## src/rtl/seq_detect_sched_pkg.sv

```systemverilog
// Shared definitions for the 2-bit-symbol sequence detector.
// The standalone detector and the multi-stream scheduler both use det_next.
package seq_detect_sched_pkg;

  localparam int SYM_W = 2;

  typedef enum logic [1:0] {
    S0 = 2'd0,
    S1 = 2'd1,
    S2 = 2'd2,
    S3 = 2'd3
  } det_state_e;

  // S3 is sticky: only a clear or reset leaves it.
  function automatic det_state_e det_next(input det_state_e st, input logic [SYM_W-1:0] sym);
    det_state_e nxt;
    nxt = st;
    case (st)
      S0: nxt = (sym == 2'd1) ? S1 : S0;
      S1: begin
        case (sym)
          2'd2:    nxt = S2;
          2'd3:    nxt = S0;
          default: nxt = S1;
        endcase
      end
      S2: begin
        case (sym)
          2'd1:    nxt = S1;
          2'd2:    nxt = S0;
          2'd3:    nxt = S3;
          default: nxt = S2;
        endcase
      end
      default: nxt = S3;
    endcase
    return nxt;
  endfunction

endpackage

```

## src/rtl/seq_detect_sched_rr_arbiter.sv

```systemverilog
// Combinational round-robin arbiter: search starts one past the last grant
// and wraps; the first active request wins.
module seq_detect_sched_rr_arbiter #(
  parameter int N_CH = 4,
  parameter int CH_W = 2
) (
  input  logic [N_CH-1:0] req_i,
  input  logic [CH_W-1:0] last_i,
  output logic [N_CH-1:0] gnt_o,
  output logic [CH_W-1:0] gnt_idx_o,
  output logic            gnt_any_o
);

  logic [CH_W-1:0] idx;

  always_comb begin
    gnt_o     = '0;
    gnt_idx_o = '0;
    gnt_any_o = 1'b0;
    idx       = '0;
    for (int k = 1; k <= N_CH; k++) begin
      idx = CH_W'((int'(last_i) + k) % N_CH);
      if (!gnt_any_o && req_i[idx]) begin
        gnt_any_o  = 1'b1;
        gnt_o[idx] = 1'b1;
        gnt_idx_o  = idx;
      end
    end
  end

endmodule

```

## src/rtl/seq_detect_sched.sv

```systemverilog
// One shared sequence-detector next-state function time-multiplexed over
// N_CH symbol streams, each with its own saved state, via round-robin.
//
// state | meaning
// S0    | idle, nothing matched
// S1    | seen 1
// S2    | seen 1,2
// S3    | seen 1,2,3 (sticky match)
module seq_detect_sched
  import seq_detect_sched_pkg::*;
#(
  parameter int N_CH = 4,
  parameter int CH_W = 2
) (
  input  logic                  clk,
  input  logic                  rst_n,
  input  logic [N_CH-1:0]       req_valid,
  input  logic [SYM_W*N_CH-1:0] req_num,
  output logic [N_CH-1:0]       req_ready,
  input  logic [N_CH-1:0]       ch_clr,
  output logic [N_CH-1:0]       match,
  output logic                  hit_valid,
  output logic [CH_W-1:0]       hit_ch,
  output logic                  busy
);

  det_state_e       state_q [N_CH];
  det_state_e       state_d [N_CH];
  logic [CH_W-1:0]  last_grant_q, last_grant_d;
  logic             hit_valid_q, hit_valid_d;
  logic [CH_W-1:0]  hit_ch_q, hit_ch_d;
  logic [SYM_W-1:0] sym [N_CH];
  logic [N_CH-1:0]  gnt;
  logic [CH_W-1:0]  gnt_idx;
  logic             gnt_any;
  det_state_e       cur_st, nxt_st;

  for (genvar g = 0; g < N_CH; g++) begin : g_sym
    assign sym[g] = req_num[SYM_W*g +: SYM_W];
  end

  seq_detect_sched_rr_arbiter #(
    .N_CH (N_CH),
    .CH_W (CH_W)
  ) u_arb (
    .req_i     (req_valid),
    .last_i    (last_grant_q),
    .gnt_o     (gnt),
    .gnt_idx_o (gnt_idx),
    .gnt_any_o (gnt_any)
  );

  // No handshake can complete while reset is held.
  assign req_ready = gnt & {N_CH{rst_n}};
  assign busy      = |req_valid;
  assign hit_valid = hit_valid_q;
  assign hit_ch    = hit_ch_q;

  always_comb begin
    cur_st       = state_q[gnt_idx];
    nxt_st       = det_next(cur_st, sym[gnt_idx]);
    state_d      = state_q;
    last_grant_d = last_grant_q;
    hit_valid_d  = 1'b0;
    hit_ch_d     = hit_ch_q;
    if (gnt_any) begin
      last_grant_d     = gnt_idx;
      state_d[gnt_idx] = nxt_st;
      if (cur_st != S3 && nxt_st == S3 && !ch_clr[gnt_idx]) begin
        hit_valid_d = 1'b1;
        hit_ch_d    = gnt_idx;
      end
    end
    // Clear wins over a coincident grant; the symbol is still consumed.
    for (int i = 0; i < N_CH; i++) begin
      if (ch_clr[i]) state_d[i] = S0;
    end
  end

  always_ff @(posedge clk or negedge rst_n) begin
    if (!rst_n) begin
      for (int i = 0; i < N_CH; i++) state_q[i] <= S0;
      last_grant_q <= CH_W'(N_CH - 1);
      hit_valid_q  <= 1'b0;
      hit_ch_q     <= '0;
    end else begin
      state_q      <= state_d;
      last_grant_q <= last_grant_d;
      hit_valid_q  <= hit_valid_d;
      hit_ch_q     <= hit_ch_d;
    end
  end

  always_comb begin
    match = '0;
    for (int i = 0; i < N_CH; i++) match[i] = (state_q[i] == S3);
  end

endmodule

```

## config.mk

```make
export PLATFORM = sky130hd
export DESIGN_NAME = seq_detect_sched
export DESIGN_NICKNAME = d
export VERILOG_FILES = /design/src/rtl/seq_detect_sched_pkg.sv /design/src/rtl/seq_detect_sched_rr_arbiter.sv /design/src/rtl/seq_detect_sched.sv
export SDC_FILE = /design/constraint.sdc
export NUM_CORES = 1
export LEC_CHECK = 0
export CAP_MARGIN = 10
export CORE_MARGIN = 2
export CORE_UTILIZATION = 54
export CTS_BUF_LIST = sky130_fd_sc_hd__clkbuf_2
export DETAILED_ROUTE_END_ITERATION = 12
export PLACE_DENSITY_LB_ADDON = 0.08
export RECOVER_POWER = 50
export SKIP_CTS_REPAIR_TIMING = 1
export SLEW_MARGIN = 10
export SYNTH_ARGS = -nofsm -noshare
export SYNTH_HDL_FRONTEND = slang
export SYNTH_SLANG_ARGS = --single-unit
```

## constraint.sdc

```tcl
create_clock -name clk -period 5.05 [get_ports clk]
set_clock_uncertainty 0.2 [all_clocks]
set_input_delay 0.505 -clock clk [delete_from_list [all_inputs] [get_ports clk]]
set_output_delay 0.505 -clock clk [all_outputs]
set_load 0.01 [all_outputs]
```

==> Word-level counts from Yosys, hierarchy flattened <==
Cells that the tools add are included.
{ "totals": {"elab_cells": 109, "out_inout_bits": 12, "ff_bits": 13} }
{ "op_classes": {"n_reduce_logical": 21, "n_mux": 50, "bitwise": 5, "n_addsub": 4, "n_eq_ne": 11, "n_lt_le_gt_ge": 11} }
{ "op_table": {"columns": ["op", "n"], "rows": [
  ["2-bit two-way mux", 13],
  ["2-bit equality test (second input constant)", 8],
  ["1-bit two-way mux", 16],
  ["4-bit two-way mux", 4],
  ["2-bit by 3-bit < comparator with 1-bit output (second input constant)", 5],
  ["4-bit bitwise OR", 3],
  ["2-bit one-hot mux with 3 select lines", 2],
  ["1-bit binary-select mux with 2-bit select", 5],
  ["1-bit logical AND", 10],
  ["2-bit binary-select mux with 2-bit select", 2],
  ["8-bit bitwise mux", 1],
  ["1-bit demux with 2-bit select", 4],
  ["2-bit by 1-bit >= comparator with 1-bit output (second input constant)", 4],
  ["8-bit two-way mux", 1],
  ["2-bit nonzero test", 4],
  ["2-bit by 1-bit adder with 2-bit output (second input constant)", 2],
  ["2-bit adder (second input constant)", 2],
  ["4-bit bitwise AND", 1],
  ["2-bit demux with 2-bit select", 1],
  ["2-bit by 1-bit equality test with 1-bit output (second input constant)", 2],
  ["1-bit logical NOT", 4],
  ["2-bit one-hot mux with 2 select lines", 1],
  ["4-bit OR reduction", 1],
  ["3-bit >= comparator (second input constant)", 1],
  ["other kinds (5)", 5]
]} }

==> Depth between registers and ports, before layout <==
Gate-level depths: netlist of run 1.
{ "logic_depth": {"word_depth": 25, "depth_mapped": 17} }

==> Cells and area by module <==
A second synthesis of run 1 with hierarchy kept.
{ "unflattened": {"cells_unflattened": 168, "area_unflattened_um2": 1471.4} }
{ "modules_own_cells": {"columns": ["module", "cells_each", "area_each_um2", "n_inst"], "rows": [
  ["seq_detect_sched", 82, 842.1, 1],
  ["seq_detect_sched_rr_arbiter", 86, 629.4, 1]
]} }

==> Least setup slack after synthesis of run 1 <==
Ideal clock, no wire load.
{ "synth_path": {"kind": "reg2reg", "from": "reg last_grant_q[0]", "to": "reg hit_ch_q[0], in the netlist hit_ch[0]", "stages_incl_launch_ff": 17, "setup_ps": 128, "arrival_ps": 4256, "t_required_ps": 4722, "setup_slack_ps": 466, "period_less_slack_ps": 4584, "path_cell_list": "dfstp_2 > buf_2 > clkinv_1 > ha_1 > mux4_2 > nor2_1 > o21ai_0 > o21ai_1 > clkbuf_1 > mux2i_1 > nand2_1 > and2_1 > ha_1 > or3_1 > mux2i_1 > o2111ai_1 > mux2_1"} }
{ "synth_between": {"elab_chain_len": 24, "word_cells_on_any_way": 51, "cone_classes": "add/sub (4); eq/ne (7); mux (28); bitwise (1); reduce/logical (11)"} }
{ "synth_lines": {"columns": ["element", "line_no", "source"], "rows": [
  ["start, declared", "seq_detect_sched.sv:29", "logic [CH_W-1:0] last_grant_q, last_grant_d;"],
  ["start signal, assigned", "seq_detect_sched.sv:83", "last_grant_q <= CH_W'(N_CH - 1);"],
  ["start signal, assigned", "seq_detect_sched.sv:88", "last_grant_q <= last_grant_d;"],
  ["2-bit by 1-bit adder with 2-bit output", "seq_detect_sched_rr_arbiter.sv:22", "idx = CH_W'((int'(last_i) + k) % N_CH);"],
  ["1-bit binary-select mux with 2-bit select", "seq_detect_sched_rr_arbiter.sv:23", "if (!gnt_any_o && req_i[idx]) begin"],
  ["1-bit two-way mux (not written as such)", "seq_detect_sched_rr_arbiter.sv:23", null],
  ["1-bit two-way mux", "seq_detect_sched_rr_arbiter.sv:23", null],
  ["1-bit logical NOT", "seq_detect_sched_rr_arbiter.sv:23", null],
  ["1-bit logical AND", "seq_detect_sched_rr_arbiter.sv:23", null],
  ["1-bit two-way mux", "seq_detect_sched_rr_arbiter.sv:23", null],
  ["1-bit logical NOT", "seq_detect_sched_rr_arbiter.sv:23", null],
  ["(+6 left out)", null, null],
  ["2-bit binary-select mux with 2-bit select", "seq_detect_sched.sv:61", "nxt_st = det_next(cur_st, sym[gnt_idx]);"],
  ["2-bit two-way mux (not written as such) (2 in series)", "seq_detect_sched.sv:61", null],
  ["2-bit equality test or 2-bit by 1-bit equality test with 1-bit output (tied branches)", "seq_detect_sched_pkg.sv:21, seq_detect_sched_pkg.sv:28, seq_detect_sched_pkg.sv:19", null],
  ["2-bit one-hot mux with 3 select lines (tied with other cells)", "seq_detect_sched_pkg.sv:28", "case (sym)"],
  ["2-bit one-hot mux with 3 select lines", "seq_detect_sched_pkg.sv:18", "case (st)"],
  ["2-bit equality test", "seq_detect_sched.sv:69", "if (cur_st != S3 && nxt_st == S3 && !ch_clr[gnt_idx]) begin"],
  ["1-bit logical AND (2 in series)", "seq_detect_sched.sv:69", null],
  ["2-bit AND reduction (no line)", null, null],
  ["end signal, assigned", "seq_detect_sched.sv:90", "hit_ch_q <= hit_ch_d;"],
  ["end, declared", "seq_detect_sched.sv:31", "logic [CH_W-1:0] hit_ch_q, hit_ch_d;"]
]} }
Parallel ways exist; a longest one is shown, timed or not. The select of a mux whose other input is x is not followed.
A chain may end at the register's enable or synchronous reset.

==> Final worst setup path of run 1 <==
{ "layout_path": {"from": "reg last_grant_q[1]", "to": "reg hit_ch_q[1], in the netlist hit_ch[1]"} }
Same word-level chain as after synthesis.

==> flow_summary.ini, run 1 <==
[outcome]
status = finished clean

[cts]
cts_root_buffer = clkbuf_2
cts_tree = built
cts_max_level = 1
cts_buffer_depth = 2
numCtsBuffers = 3
cts_sinks = 13
insertion_delay_ns = 0.28
cts.clk_slew.worst_paths_ns = 0.13

[critical_path]
cp-start-kind = register
end_kind = register
crit_path_max_fanout = 15
cp.required_ns = 5.02
crit_chain = inv_1, ha_1, mux4_2, buf_4, nor2_1, o21ai_1, mux4_2, ha_1, or3_1, mux2i_1, o2111ai_1, mux2_1
critPathMaxStageDelay_ns = 0.70
critPathKind = register to register
slowest_stage = dfstp_2
crit_arrival_ns = 4.62

[global_routing]
grt_first_pass_wirelength_um = 7220
grt_max_degree = 29
grt.total_usage_pct = 26.7
antenna_found_initial = 0
grt_pass1_vias = 1588
grt_overflow = 0

[sta]
worst_slew_pin_slew_ns = 0.909
hold_viol = 0
final_max_slew_viol_count = 0
rsz0062_at_grt = false
min_period_ns = 4.65
finalCritPeriodShare_pct = 92.0
fmax_mhz = 215
relSlewSlack_pct = 38.8
hold_slack_ns = 0.348
setup_violations = 0
tns_ns = 0

[logic_synthesis]
yosysSeqAreaShare_pct = 20.6
synth-edff-count = 0
synth_area_um2 = 1590
ys_ff_latch = 13
syn-num-nets = 222
postSynth.asyncResetShare_pct = 100
yosysWarnings = 0
synth_common_cells = 20 x nor2_1, 12 x ha_1, 12 x mux2i_1, 12 x nand2_1
syn_avg_cell_area_um2 = 8.29
synth.most_common_cell = nor2_1
syn_inst = 192
yosys.area.top_type = dfrtp_1
synth_top_area_share_pct = 17.3
yosys_most_used_dff = dfrtp_1
synthTopCellsByArea = dfrtp_1 17%, ha_1 9.4%, mux2i_1 7.5%
synth.distinct_cells = 47

[routing]
ant_nets = 0
routed_wl_um = 4310
wire_per_inst_um = 17.3
drt_iter0_drc = 103
vias_per_cell = 6.66
first_pass_iters = 4
drc = 0
num_vias = 1658

[die]
die_height_um = 58.3
fp.dieW_um = 58.3
dieArea_um2 = 3400
ioPinCount = 30
rows = 19
initial_core_util_pct = 57.2
coreArea_um2 = 2780

[layout]
n_antenna_cell = 0
syn2layout_area_growth_pct = 21.2
nNetsFinal = 249
fin_area_um2 = 1930
layout-drive-gt1-share_pct = 11.5
final_cells = 249

[placed_design]
place_inst = 245
place_area_um2 = 1910
place_congestion = 0.840
hpwl_um = 3180
portBuffers = 29

[hold_path]
hp-class = register to register

[power]
irDropWorstVdd_mv = 0.630
power.total_w = 0.00148
p_per_area_nw_per_um2 = 765
leakage_nw = 0.823

[job]
max_cap_violations = 0
## flip-flops by register name, indices dropped and copies added, names as in the netlist
name          cells
hit_ch            2
last_grant_q      2
hit_valid         1
state_q           8
## cells in the final DEF (no fill, tap or decap), drive strengths merged, types with 8 or more instances in the layout
master / count
clkdlybuf4s50: 22
nor2: 20
mux2i: 12
nand2: 12
ha: 12
a21oi: 11
dfrtp: 11
o21ai: 8
## worst max-delay path: cells and delay by family, from the launching register on
kind | cells | cell delay [ns]
mux | 4 | 1.46
fa+ha+maj | 2 | 0.75
flops | 1 | 0.70
compound gates | 2 | 0.57
simple gates | 2 | 0.47
buf+inv | 2 | 0.38
## cell families (layout without fill, tap and decap cells)
| logic type | count (synthesis) | in the layout | synth area share (%) |
|---|---|---|---|
| and+or+nand+nor | 72 | 72 | 23.9 |
| AOI/OAI and AO/OA | 50 | 50 | 21.3 |
| muxes | 23 | 23 | 18.9 |
| buffers and inverters | 22 | 48 | 5.90 |
| DFF | 13 | 13 | 20.6 |
| adders and majority gates | 12 | 12 | 9.43 |
## routing by layer
layer	up-vias	routed length [um]	global-route usage (%)
li1	766	-	-
met1	804	1850	36.7
met2	77	2060	43.7
met3	11	328	3.08
met4	0	75	9.30
met5	-	0	0
## path summary, 6_finish.rpt
path	from	end	slack [ns]	cells after the start
min in group asynchronous	rst_n	state_q[2]$_DFFE_PN0P_	0.49	1
worst min register to register	hit_ch[1]$_DFFE_PN0P_	hit_ch[1]$_DFFE_PN0P_	0.35	1
max in group asynchronous	rst_n	state_q[7]$_DFFE_PN0P_	3.71	1
worst max-delay path	last_grant_q[1]$_DFFE_PN1P_	hit_ch[1]$_DFFE_PN0P_	0.40	12
worst min-delay path	hit_ch[1]$_DFFE_PN0P_	hit_ch[1]$_DFFE_PN0P_	0.35	1
worst max register to register	last_grant_q[1]$_DFFE_PN1P_	hit_ch[1]$_DFFE_PN0P_	0.40	12
## power breakdown
group / internal [W] / total [W] / switching, W / leakage (nW)
Sequential: 0.000156 / 0.000209 / 0.0000532 / 0.168
Clock: 0.0000210 / 0.0000545 / 0.0000335 / 0.0166
Combinational: 0.000516 / 0.00121 / 0.000696 / 0.638
Total: 0.000693 / 0.00148 / 0.000783 / 0.823
## per-stage QoR
stage / worst slack (ns) / util (%)
after floorplan: 0.466 / -
after global placement: 0.491 / 68.6
after detailed placement: 0.342 / 68.6
after CTS: 0.418 / 69.4
after global routing: 0.101 / 69.4
final: 0.402 / 69.4
## final cells by class
type                       count  area, um2
multi-input combinational    157       1170
fill                         232        852
inverter                       8       30.0
sequential                    13        328
timing repair buffer          36        343
clock buffer                   4       20.0
tap                           31       38.8
Power figures use the tool's default switching activity.
==> run 2, diff against run 1 <==
--- a/config.mk
+++ b/config.mk
@@ -7,7 +7,7 @@
 export LEC_CHECK = 0
 export CAP_MARGIN = 10
 export CORE_MARGIN = 2
-export CORE_UTILIZATION = 54
+export CORE_UTILIZATION = 40
 export CTS_BUF_LIST = sky130_fd_sc_hd__clkbuf_2
 export DETAILED_ROUTE_END_ITERATION = 12
 export PLACE_DENSITY_LB_ADDON = 0.08
==> run 2 against run 1 <==
Combinational power is essentially flat. Wire length grew 1.9%. Die area grew 32%. Via count shrank 5.1%. Flip-flop and latch count is the same. Register-to-register slack lost 0.05 ns. Final area grew 0.71%. Critical endpoint unchanged.
==> flow_summary.ini, run 2 (synthesis gave the netlist of run 1 again) <==
[power]
irDropWorstVdd_mv = 0.303
power.total_w = 0.00147
p_per_area_nw_per_um2 = 758
leakage_nw = 0.818

[global_routing]
grt_first_pass_wirelength_um = 7350
grt_max_degree = 29
grt.total_usage_pct = 21.1
antenna_found_initial = 0
grt_overflow = 0
grt_pass1_vias = 1516

[routing]
vias_per_cell = 5.94
num_vias = 1574
drc = 0
first_pass_iters = 4
drt_iter0_drc = 114
wire_per_inst_um = 16.6
routed_wl_um = 4400
ant_nets = 0

[die]
die_height_um = 67.1
coreArea_um2 = 3740
fp.dieW_um = 67.1
dieArea_um2 = 4500
initial_core_util_pct = 42.5
rows = 22
ioPinCount = 30

[job]
max_cap_violations = 0

[cts]
cts_sinks = 13
cts_max_level = 1
cts.clk_slew.worst_paths_ns = 0.12
cts_tree = built
cts_root_buffer = clkbuf_2
numCtsBuffers = 3
cts_buffer_depth = 2
insertion_delay_ns = 0.27

[layout]
n_antenna_cell = 0
largest_register = state_q
largest_reg_flops = 8
layout-drive-gt1-share_pct = 11.1
final_cells = 265
syn2layout_area_growth_pct = 22.1
mostFrequentLayoutCells = 22 x clkdlybuf4s50_1, 20 x nor2_1, 12 x mux2i_1, 12 x nand2_1, 12 x ha_1
nNetsFinal = 248
final_common_cell = clkdlybuf4s50_1

[sta]
rsz0062_at_grt = false
final_max_slew_viol_count = 0
min_period_ns = 4.70
relSlewSlack_pct = 40.1
hold_viol = 0
setup_violations = 0
finalCritPeriodShare_pct = 93.0
worst_slew_pin_slew_ns = 0.890
fmax_mhz = 213
tns_ns = 0

[critical_path]
r2r_slack_ns = 0.35
critPathKind = register to register
cp.required_ns = 5.02
crit_path_max_fanout = 15
crit_arrival_ns = 4.67
r2r-start = last_grant_q[1]$_DFFE_PN1P_
end_kind = register
setup.worst_path.start = last_grant_q[1]$_DFFE_PN1P_
rr_endpoint = hit_ch[1]$_DFFE_PN0P_
reg2reg_depth = 12
cp-start-kind = register

[outcome]
status = finished clean

[hold_path]
hold-path-endpoint = hit_ch[1]$_DFFE_PN0P_
hold_start = hit_ch[1]$_DFFE_PN0P_
hp-class = register to register
hold_depth = 1

[placed_design]
place_inst = 261
portBuffers = 29
hpwl_um = 3270
place_congestion = 0.833
## run 2: cell types whose count changed in the layout (fill, tap and decap cells not counted), sizes merged
cell,change
buf,-1
## run 2: final cells by class
cell class | instances | area (um2)
Clock buffer | 4 | 20.0
Fill cell | 376 | 1800
Inverter | 8 | 30.0
Multi-Input combinational cell | 157 | 1170
Sequential cell | 13 | 328
Tap cell | 48 | 60.1
Timing Repair Buffer | 35 | 335
## run 2: report_power, final
| group | switching [W] | internal, W |
|---|---|---|
| Sequential | 0.0000540 | 0.000156 |
| Combinational | 0.000691 | 0.000516 |
| Clock | 0.0000339 | 0.0000210 |
| Total | 0.000779 | 0.000693 |
## run 2: worst max-delay path by stage
stage / end / slack (ns) / cells after the start
2_1_floorplan: hit_ch[0]$_DFFE_PN0P_ / 0.47 / 16
3_3_place_gp: hit_ch[0]$_DFFE_PN0P_ / 0.49 / 11
3_5_place_dp: hit_ch[1]$_DFFE_PN0P_ / 0.33 / 11
4_1_cts: hit_ch[1]$_DFFE_PN0P_ / 0.33 / 12
5_1_grt: hit_ch[0]$_DFFE_PN0P_ / 0.03 / 12
6_report: hit_ch[1]$_DFFE_PN0P_ / 0.35 / 12
## run 2: metal layers
metal | vias up | GRT usage, % | routed length [um]
li1 | 758 | - | -
met1 | 757 | 31.0 | 2170
met2 | 54 | 33.2 | 1980
met3 | 5 | 1.52 | 207
met4 | 0 | 5.36 | 40
met5 | - | 0 | 0
## run 2: through the flow
stage	cell area (um2)	util [%]	worst slack, ns	hold slack (ns)
final	1940	51.9	0.353	0.329
after global routing	1940	51.9	0.0347	0.365
after CTS	1940	51.9	0.330	0.338
after detailed placement	1920	51.4	0.327	0.305
after global placement	1920	51.4	0.487	0.300
after floorplan	1590	-	0.466	0.00941
## run 2: worst max-delay path, stage by stage, from the launching register on
cell,delay [ns]
dfstp_2,0.71
inv_1,0.16
ha_1,0.43
mux4_2,0.37
buf_4,0.23
nor2_1,0.07
o21ai_1,0.38
mux4_2,0.61
ha_1,0.33
or3_1,0.37
mux2i_1,0.15
o2111ai_1,0.21
mux2_1,0.35
==> run 3, diff against run 2 <==
--- a/config.mk
+++ b/config.mk
@@ -5,6 +5,7 @@
 export SDC_FILE = /design/constraint.sdc
 export NUM_CORES = 1
 export LEC_CHECK = 0
+export ABC_CLOCK_PERIOD_IN_PS = 5050
 export CAP_MARGIN = 10
 export CORE_MARGIN = 2
 export CORE_UTILIZATION = 40
==> results of run 3 <==
Final layout, timing and power as in run 2 (identical DEF).
